### src/rtl/inst_encoder_if.sv
// Request/response bus of the instruction encoder: request handshake in, encoded-word handshake out.
interface inst_encoder_if #(
    parameter int unsigned DATA_WIDTH = 32
) ();
    logic                  in_valid;
    logic                  in_ready;
    logic [2:0]            in_fmt;
    logic [6:0]            in_opcode;
    logic [4:0]            in_rd;
    logic [4:0]            in_rs1;
    logic [4:0]            in_rs2;
    logic [2:0]            in_funct3;
    logic [6:0]            in_funct7;
    logic [DATA_WIDTH-1:0] in_imm;
    logic                  out_valid;
    logic                  out_ready;
    logic [DATA_WIDTH-1:0] out_inst;
    logic                  out_err;

    modport master (
        output in_valid, in_fmt, in_opcode, in_rd, in_rs1, in_rs2,
               in_funct3, in_funct7, in_imm, out_ready,
        input  in_ready, out_valid, out_inst, out_err
    );

    modport slave (
        input  in_valid, in_fmt, in_opcode, in_rd, in_rs1, in_rs2,
               in_funct3, in_funct7, in_imm, out_ready,
        output in_ready, out_valid, out_inst, out_err
    );
endinterface

### src/rtl/inst_encoder.sv
// Two-stage RISC-V instruction encoder with saturating handshake statistics.
// Define INST_ENC_RANGE_CHK_EN to flag immediates that do not fit their format.
module inst_encoder #(
    parameter int unsigned DATA_WIDTH = 32,
    parameter int unsigned CNT_WIDTH  = 16
) (
    input  logic                 clk,
    input  logic                 rst,
    inst_encoder_if.slave        bus,
    output logic [CNT_WIDTH-1:0] enc_cnt,
    output logic [CNT_WIDTH-1:0] err_cnt
);
    typedef enum logic [2:0] {
        FMT_R = 3'd0,
        FMT_I = 3'd1,
        FMT_S = 3'd2,
        FMT_B = 3'd3,
        FMT_U = 3'd4,
        FMT_J = 3'd5
    } fmt_e;

    logic                  s1_valid_q;
    logic [2:0]            s1_fmt_q;
    logic [6:0]            s1_opcode_q;
    logic [4:0]            s1_rd_q;
    logic [4:0]            s1_rs1_q;
    logic [4:0]            s1_rs2_q;
    logic [2:0]            s1_funct3_q;
    logic [6:0]            s1_funct7_q;
    logic [DATA_WIDTH-1:0] s1_imm_q;

    logic                  out_valid_q;
    logic [DATA_WIDTH-1:0] inst_q, inst_d;
    logic                  err_q, err_d;
    logic [CNT_WIDTH-1:0]  enc_cnt_q, err_cnt_q;

    logic                  s2_free;
    logic                  in_ready;
    logic                  out_hs;
    logic [31:0]           enc32;
    logic                  fmt_bad;

    // S2 frees combinationally on out_ready, so S1 can refill in the same cycle it drains
    assign s2_free  = !out_valid_q || bus.out_ready;
    assign in_ready = !s1_valid_q || s2_free;
    assign out_hs   = out_valid_q && bus.out_ready;

    assign bus.in_ready  = in_ready;
    assign bus.out_valid = out_valid_q;
    assign bus.out_inst  = inst_q;
    assign bus.out_err   = err_q;
    assign enc_cnt       = enc_cnt_q;
    assign err_cnt       = err_cnt_q;

    always_comb begin
        enc32   = '0;
        fmt_bad = 1'b0;
        case (s1_fmt_q)
            FMT_R: enc32 = {s1_funct7_q, s1_rs2_q, s1_rs1_q, s1_funct3_q, s1_rd_q, s1_opcode_q};
            FMT_I: enc32 = {s1_imm_q[11:0], s1_rs1_q, s1_funct3_q, s1_rd_q, s1_opcode_q};
            FMT_S: enc32 = {s1_imm_q[11:5], s1_rs2_q, s1_rs1_q, s1_funct3_q,
                            s1_imm_q[4:0], s1_opcode_q};
            FMT_B: enc32 = {s1_imm_q[12], s1_imm_q[10:5], s1_rs2_q, s1_rs1_q, s1_funct3_q,
                            s1_imm_q[4:1], s1_imm_q[11], s1_opcode_q};
            FMT_U: enc32 = {s1_imm_q[31:12], s1_rd_q, s1_opcode_q};
            FMT_J: enc32 = {s1_imm_q[20], s1_imm_q[10:1], s1_imm_q[11], s1_imm_q[19:12],
                            s1_rd_q, s1_opcode_q};
            default: fmt_bad = 1'b1;
        endcase
    end

`ifdef INST_ENC_RANGE_CHK_EN
    // True when v is the sign extension of its low nbits bits
    function automatic logic fits_signed(input logic [DATA_WIDTH-1:0] v, input int unsigned nbits);
        logic [DATA_WIDTH-1:0] hi;
        hi = DATA_WIDTH'($signed(v) >>> (nbits - 1));
        return (hi == '0) || (hi == '1);
    endfunction

    logic rng_bad;

    always_comb begin
        rng_bad = 1'b0;
        case (s1_fmt_q)
            FMT_I, FMT_S: rng_bad = !fits_signed(s1_imm_q, 12);
            FMT_B:        rng_bad = !fits_signed(s1_imm_q, 13) || s1_imm_q[0];
            FMT_J:        rng_bad = !fits_signed(s1_imm_q, 21) || s1_imm_q[0];
            FMT_U:        rng_bad = |s1_imm_q[11:0];
            default:      rng_bad = 1'b0;
        endcase
    end
`endif

    always_comb begin
        inst_d       = '0;
        inst_d[31:0] = enc32;
`ifdef INST_ENC_RANGE_CHK_EN
        err_d        = fmt_bad | rng_bad;
`else
        err_d        = fmt_bad;
`endif
    end

    always_ff @(posedge clk or posedge rst) begin
        if (rst) begin
            s1_valid_q  <= 1'b0;
            s1_fmt_q    <= '0;
            s1_opcode_q <= '0;
            s1_rd_q     <= '0;
            s1_rs1_q    <= '0;
            s1_rs2_q    <= '0;
            s1_funct3_q <= '0;
            s1_funct7_q <= '0;
            s1_imm_q    <= '0;
            out_valid_q <= 1'b0;
            inst_q      <= '0;
            err_q       <= 1'b0;
            enc_cnt_q   <= '0;
            err_cnt_q   <= '0;
        end else begin
            if (in_ready) begin
                s1_valid_q <= bus.in_valid;
            end
            if (bus.in_valid && in_ready) begin
                s1_fmt_q    <= bus.in_fmt;
                s1_opcode_q <= bus.in_opcode;
                s1_rd_q     <= bus.in_rd;
                s1_rs1_q    <= bus.in_rs1;
                s1_rs2_q    <= bus.in_rs2;
                s1_funct3_q <= bus.in_funct3;
                s1_funct7_q <= bus.in_funct7;
                s1_imm_q    <= bus.in_imm;
            end
            if (s2_free) begin
                out_valid_q <= s1_valid_q;
                if (s1_valid_q) begin
                    inst_q <= inst_d;
                    err_q  <= err_d;
                end
            end
            if (out_hs) begin
                if (enc_cnt_q != '1) begin
                    enc_cnt_q <= enc_cnt_q + 1'b1;
                end
                if (err_q && (err_cnt_q != '1)) begin
                    err_cnt_q <= err_cnt_q + 1'b1;
                end
            end
        end
    end
endmodule

### src/flat_wrapper.sv
// flat-port wrapper written by rule: the top's interface ports become plain ports
module inst_encoder_flat 
#(
    parameter int unsigned DATA_WIDTH = 32,
    parameter int unsigned CNT_WIDTH  = 16
)
  (clk, rst, enc_cnt, err_cnt, bus_in_valid, bus_in_fmt, bus_in_opcode, bus_in_rd, bus_in_rs1, bus_in_rs2, bus_in_funct3, bus_in_funct7, bus_in_imm, bus_out_ready, bus_in_ready, bus_out_valid, bus_out_inst, bus_out_err);
  inst_encoder_if #(.DATA_WIDTH(DATA_WIDTH)) bus_i ();
  input  logic clk;
  input  logic rst;
  output logic [CNT_WIDTH-1:0] enc_cnt;
  output logic [CNT_WIDTH-1:0] err_cnt;
  input wire logic [$bits(bus_i.in_valid)-1:0] bus_in_valid;
  input wire logic [$bits(bus_i.in_fmt)-1:0] bus_in_fmt;
  input wire logic [$bits(bus_i.in_opcode)-1:0] bus_in_opcode;
  input wire logic [$bits(bus_i.in_rd)-1:0] bus_in_rd;
  input wire logic [$bits(bus_i.in_rs1)-1:0] bus_in_rs1;
  input wire logic [$bits(bus_i.in_rs2)-1:0] bus_in_rs2;
  input wire logic [$bits(bus_i.in_funct3)-1:0] bus_in_funct3;
  input wire logic [$bits(bus_i.in_funct7)-1:0] bus_in_funct7;
  input wire logic [$bits(bus_i.in_imm)-1:0] bus_in_imm;
  input wire logic [$bits(bus_i.out_ready)-1:0] bus_out_ready;
  output wire logic [$bits(bus_i.in_ready)-1:0] bus_in_ready;
  output wire logic [$bits(bus_i.out_valid)-1:0] bus_out_valid;
  output wire logic [$bits(bus_i.out_inst)-1:0] bus_out_inst;
  output wire logic [$bits(bus_i.out_err)-1:0] bus_out_err;
  assign bus_i.in_valid = bus_in_valid;
  assign bus_i.in_fmt = bus_in_fmt;
  assign bus_i.in_opcode = bus_in_opcode;
  assign bus_i.in_rd = bus_in_rd;
  assign bus_i.in_rs1 = bus_in_rs1;
  assign bus_i.in_rs2 = bus_in_rs2;
  assign bus_i.in_funct3 = bus_in_funct3;
  assign bus_i.in_funct7 = bus_in_funct7;
  assign bus_i.in_imm = bus_in_imm;
  assign bus_i.out_ready = bus_out_ready;
  assign bus_in_ready = bus_i.in_ready;
  assign bus_out_valid = bus_i.out_valid;
  assign bus_out_inst = bus_i.out_inst;
  assign bus_out_err = bus_i.out_err;
  inst_encoder #(.DATA_WIDTH(DATA_WIDTH), .CNT_WIDTH(CNT_WIDTH)) u_core (.clk(clk), .rst(rst), .bus(bus_i), .enc_cnt(enc_cnt), .err_cnt(err_cnt));
endmodule
### config.mk
export PLATFORM = sky130hd
export DESIGN_NAME = inst_encoder_flat
export DESIGN_NICKNAME = d
export VERILOG_FILES = /design/src/rtl/inst_encoder_if.sv /design/src/rtl/inst_encoder.sv /design/src/flat_wrapper.sv
export SDC_FILE = /design/constraint.sdc
export NUM_CORES = 1
export LEC_CHECK = 0
export ABC_AREA = 1
export CAP_MARGIN = 25
export CORE_MARGIN = 4
export CORE_UTILIZATION = 46
export DETAILED_ROUTE_END_ITERATION = 12
export PLACE_DENSITY = 0.77
export SLEW_MARGIN = 20
export SYNTH_ARGS = -nofsm -noshare
export SYNTH_HDL_FRONTEND = slang
export SYNTH_SLANG_ARGS = --single-unit
### constraint.sdc
create_clock -name clk -period 4.55 [get_ports clk]
set_input_delay 0.91 -clock clk [delete_from_list [all_inputs] [get_ports clk]]
set_output_delay 0.91 -clock clk [all_outputs]
set_load 0.1 [all_outputs]
### Yosys cells after proc, flatten, opt, wreduce, memory -nomap -nowiden

Cells that the tools add are included.

* flip-flop bits (word level): 134
* logic and storage cells: 37

* multiplexer cells: 2
* reduce and logical (&&, ||, !) cells: 12
* equality and inequality tests: 7
* $add $sub $neg: 2

Operator list (count)
* one-hot mux 32 bit (6 select lines): 1
* adder 16 x 1 -> 16 bit, second input constant: 2
* != test 16 bit, second input constant: 2
* == test 3 x 2 -> 1 bit, second input constant: 2
* == test 3 bit, second input constant: 2
* AND reduction 2 bit: 3
* OR reduction 6 bit: 1
* == test 3 x 1 -> 1 bit, second input constant: 1
* logical AND 1 bit: 3
* logical NOT 3 bit: 1
* logical NOT 1 bit: 2
* logical OR 1 bit: 2
* 2-to-1 mux 1 bit: 1

### Longest topological paths before layout

* depth in word-level cells: 4
* depth in mapped cells: 10
* gate-level depth less buffers: 10

### Least setup slack after synthesis

OpenSTA, ideal clock, no wires.

* path type: flip-flop to flip-flop
* from: register u_core.out_valid_q, in the netlist u_core.bus.out_valid
* to: register u_core.s1_funct7_q[0]
* setup time: 125 ps
* cell stages (with the launch flop): 6
* arrival: 3089 ps
* clock period less this slack: 3214 ps
* setup slack: 1336 ps
* cells stage by stage: dfrtp_1 > nand3_1 > nand2_1 > buf_6 > buf_6 > mux2_2

* cells in the longest elaborated chain, start to end: 4

Ends and longest elaborated chain
* from (decl): RTL line inst_encoder.sv:32 `logic out_valid_q;`
* from (signal assigned): RTL line inst_encoder.sv:135 `out_valid_q <= s1_valid_q;`
* logical NOT 1 bit: RTL line inst_encoder.sv:44 `assign s2_free = !out_valid_q || bus.out_ready;`
* logical OR 1 bit: RTL line inst_encoder.sv:44
* logical OR 1 bit: RTL line inst_encoder.sv:45 `assign in_ready = !s1_valid_q || s2_free;`
* via bus_in_ready: RTL line flat_wrapper.sv:23 `output wire logic [$bits(bus_i.in_ready)-1:0] bus_in_ready;`
* logical AND 1 bit: RTL line inst_encoder.sv:124 `if (bus.in_valid && in_ready) begin`
* to (signal assigned): RTL line inst_encoder.sv:131 `s1_funct7_q <= bus.in_funct7;`
* to (decl): RTL line inst_encoder.sv:29 `logic [6:0] s1_funct7_q;`

The timed path passes the listed nets, and every way through them passes these cells.
A chain may end at the register's enable or synchronous reset.

### Worst setup path in the final report

* from: register u_core.enc_cnt_q[13], in the netlist u_core.enc_cnt[13]
* to: output port enc_cnt[13]

RTL lines
* from (decl): RTL line inst_encoder.sv:35 `logic [CNT_WIDTH-1:0] enc_cnt_q, err_cnt_q;`
* from (signal assigned): RTL line inst_encoder.sv:143 `enc_cnt_q <= enc_cnt_q + 1'b1;`
* to (decl): RTL line flat_wrapper.sv:11 `output logic [CNT_WIDTH-1:0] enc_cnt;`

No word-level cell between the ends.

==> flow_summary.json <==
{
  "longest_individual_stage_delay_on_the_worst_path_ns": 1.19,
  "unrepaired_setup_endpoints_after_global_routing": "no",
  "holdCritPathClass": "flip-flop to flip-flop",
  "antenna_found_initial": 0,
  "postCtsSetupRepairBufs": 0,
  "synth_ff_type": "dfrtp_1",
  "postRouteWirelength_microns": 14570,
  "number_of_core_rows": 42,
  "post-route-worst-setup-slack_ns": 1.566,
  "global_route.overflow_total": 0,
  "yosys.area.top_type_share": 0.5399,
  "remaining_drc_errors": 0,
  "die_w_microns": 124.2,
  "clock.fmax_mhz": 335.1,
  "timing.critical_path.max_delay_family": "buffers and inverters",
  "power.density_cell_area_nw_per_um2": 574.1,
  "via_count_of_the_first_global_routing_pass": 4971,
  "synth_simple_gate_area_frac": 0.2421,
  "detailedPlace.worstSlack_ns": 1.512,
  "cts_resized": 0,
  "postSynthAreaPerCell_sq_um": 8.822,
  "clock_buffer_depth": 2,
  "detail_route.vias_per_cell": 4.925,
  "hpwl_microns": 10060,
  "grt_pass1_wl_microns": 24470,
  "yosys-top-cells-count": "nand2_1, dfrtp_1, nor2_1, inv_1, mux2_2",
  "antenna_left": 0,
  "worstMarginPinSlew_ns": 1.049,
  "synth_edf_count": 0,
  "final.fill_count": 1145,
  "drt-pass1-iter-count": 4,
  "wl_per_cell_microns": 14.12,
  "clk-insertion-delay-late_ns": 0.41,
  "maximum_number_of_pins_on_one_net_before_global_route_repair": 89,
  "final_nets": 916,
  "yosys_register_bits": 134,
  "floorplan.io_pins": 138,
  "routabilityCongestion": 0.8453,
  "tritoncts_num_sinks": 134,
  "start_util": 0.4690,
  "setup_tns_ns": 0,
  "ys_warn_count": 0,
  "dieArea_sq_um": 15430,
  "drt_first_iter_violations": 434,
  "max_cap_violations": 0,
  "synthDistinctLibCells": 30,
  "ys_top_cells_by_area": "dfrtp_1, nand2_1, mux2_2",
  "crit_required_ns": 3.64,
  "post_synth_fa_ha_maj_area_fraction": 0.004029,
  "async_flop_share": 1.000,
  "floorplan.core_area_sq_um": 13240,
  "final-max-slew-violation-count": 0,
  "post_synth_mux_area_share": 0.07434,
  "final_period_minus_worst_setup_slack_ns": 2.984,
  "setup.worst_path.start_class": "flip-flop",
  "finalSetupViolCount": 0,
  "clk_pin_slew_worst_paths_ns": 0.06,
  "critPathMaxFanout": 7,
  "netlist.top_cell.by_area": "dfrtp_1",
  "vdd_ir_drop_max_uv": 403.7,
  "synth_compound_gate_area_share": 0.06386,
  "grt_use_total": 0.1949,
  "crit_path_end_kind": "output port",
  "cts-buffers-inserted": 17,
  "finalClockSkew_ns": 0.009420,
  "tritoncts": "yes",
  "synthToLayoutAreaGrowth_pct": 34.63,
  "synthesis.area_sq_um": 6211,
  "run_status": "finished, final reports clean",
  "synth_fp_nets": 777,
  "synthXorXnorAreaFrac": 0.01974,
  "worst_path_class_setup": "flip-flop to output port",
  "worst_path_max_delay_cell": "clkdlybuf4s50_1",
  "timing.final.crit_share": 0.6558,
  "antenna-diode-count": 0,
  "critical_path.cell_chain": "clkdlybuf4s50_1",
  "dr_total_vias": 5083,
  "worstPathBufferInverterCount": 1,
  "cts.root.buffer_cell": "clkbuf_16",
  "final_layout_size_suffix_gt1_frac": 0.1063,
  "synth_cells": 704,
  "dieHeight_microns": 124.2,
  "cts.htree.levels": 4,
  "final-hold-violation-count": 0,
  "worst-endpoint-arrival_ns": 2.07,
  "seq_area_frac_synth": 0.5399,
  "relSlewSlack": 0.2986,
  "total_leakage_power_uw": 0.003840,
  "portBuffers": 137,
  "yosysMostFrequentCell": "nand2_1",
  "combinational_family_with_the_most_area_after_synthesis": "simple AND/OR/NAND/NOR gates",
  "ctsHoldBuffers": 0
}
## routing by layer
metal  up-vias  share of wire  GRT usage
met5         -              0          0
met4         0          0.011    0.06770
met3        14          0.046    0.04768
met2       124           0.49     0.3155
met1      2408           0.45     0.2571
li1       2537              -          -
## cell usage in the layout, fill, tap and decap left out, types with 3 or more instances in the layout
| cell type | count |
|---|---|
| xor2_1 | 4 |
| o211ai_1 | 9 |
| clkinv_2 | 4 |
| clkbuf_8 | 6 |
| xnor2_1 | 10 |
| dfrtp_1 | 134 |
| nand2_4 | 3 |
| nand2_1 | 253 |
| o21ai_0 | 19 |
| a21oi_1 | 27 |
| nor3_1 | 3 |
| a22o_1 | 7 |
| bufinv_16 | 3 |
| mux2_2 | 41 |
| nand4_1 | 13 |
| buf_4 | 3 |
| clkdlybuf4s50_1 | 136 |
| nor2_1 | 61 |
| inv_1 | 53 |
| nand3_1 | 26 |
| clkbuf_16 | 17 |
## flip-flops by register name (all words and copies together) (netlist names), 3 cells and up
name,cells
u_core.bus.out_inst,32
u_core.enc_cnt,16
u_core.err_cnt,16
u_core.s1_fmt_q,3
u_core.s1_funct3_q,3
u_core.s1_funct7_q,7
u_core.s1_imm_q,32
u_core.s1_opcode_q,7
u_core.s1_rd_q,5
u_core.s1_rs1_q,5
u_core.s1_rs2_q,5
## power breakdown
group / internal, uW / switching (uW)
Combinational: 462 / 1330
Clock: 946 / 485
Sequential: 1410 / 161
Total: 2820 / 1980
## per-stage QoR
step | total power [uW] | instance area [sq um] | hold WS [ns] | std cells | util
after floorplan | 2924 | 6211 | 0.4603 | 704 | -
after global placement | 3367 | 7717 | 0.4616 | 999 | 0.5828
after detailed placement | 3393 | 7717 | 0.4695 | 999 | 0.5828
after CTS | 4841 | 8347 | 0.4845 | 1031 | 0.6303
after global routing | 5006 | 8362 | 0.5067 | 1032 | 0.6314
final | 4801 | 8362 | 0.4792 | 1032 | 0.6314
## logic make-up (layout without fill, tap and decap cells)
logic type               Yosys count  after routing
buffers and inverters             79            231
AO/OA/AOI/OAI                     66             66
AND/OR/NAND/NOR                  368            368
adder cells (fa/ha/maj)            2              2
flip-flops                       134            134
XOR/XNOR                          14             14
multiplexers                      41             41
## layout make-up
type	instances	area [sq um]	area share
Clock buffer	24	511.7	0.06120
Multi-Input combinational cell	491	2517	0.3011
Sequential cell	134	3353	0.4010
Inverter	58	222.7	0.02663
Clock inverter	8	117.6	0.01407
Timing Repair Buffer	141	1419	0.1697
Tap cell	176	220.2	0.02634
## worst paths after layout
| check | start | end | slack (ns) | depth (start not counted) |
|---|---|---|---|---|
| hold reg to reg | u_core.bus.out_inst[28]$_DFFE_PP0P_ | u_core.bus.out_inst[28]$_DFFE_PP0P_ | 0.48 | 2 |
| hold / removal | u_core.bus.out_inst[28]$_DFFE_PP0P_ | u_core.bus.out_inst[28]$_DFFE_PP0P_ | 0.48 | 2 |
| min in group asynchronous | rst | u_core.err_cnt[3]$_DFFE_PP0P_ | 1.02 | 2 |
| setup reg to reg | u_core.bus.out_valid$_DFFE_PP0P_ | u_core.s1_rs1_q[0]$_DFFE_PP0P_ | 2.53 | 3 |
| max in group asynchronous | rst | u_core.bus.out_inst[20]$_DFFE_PP0P_ | 2.81 | 3 |
| setup / recovery | u_core.enc_cnt[13]$_DFFE_PP0P_ | enc_cnt[13] | 1.57 | 1 |
(Power assumes the default switching activity.)
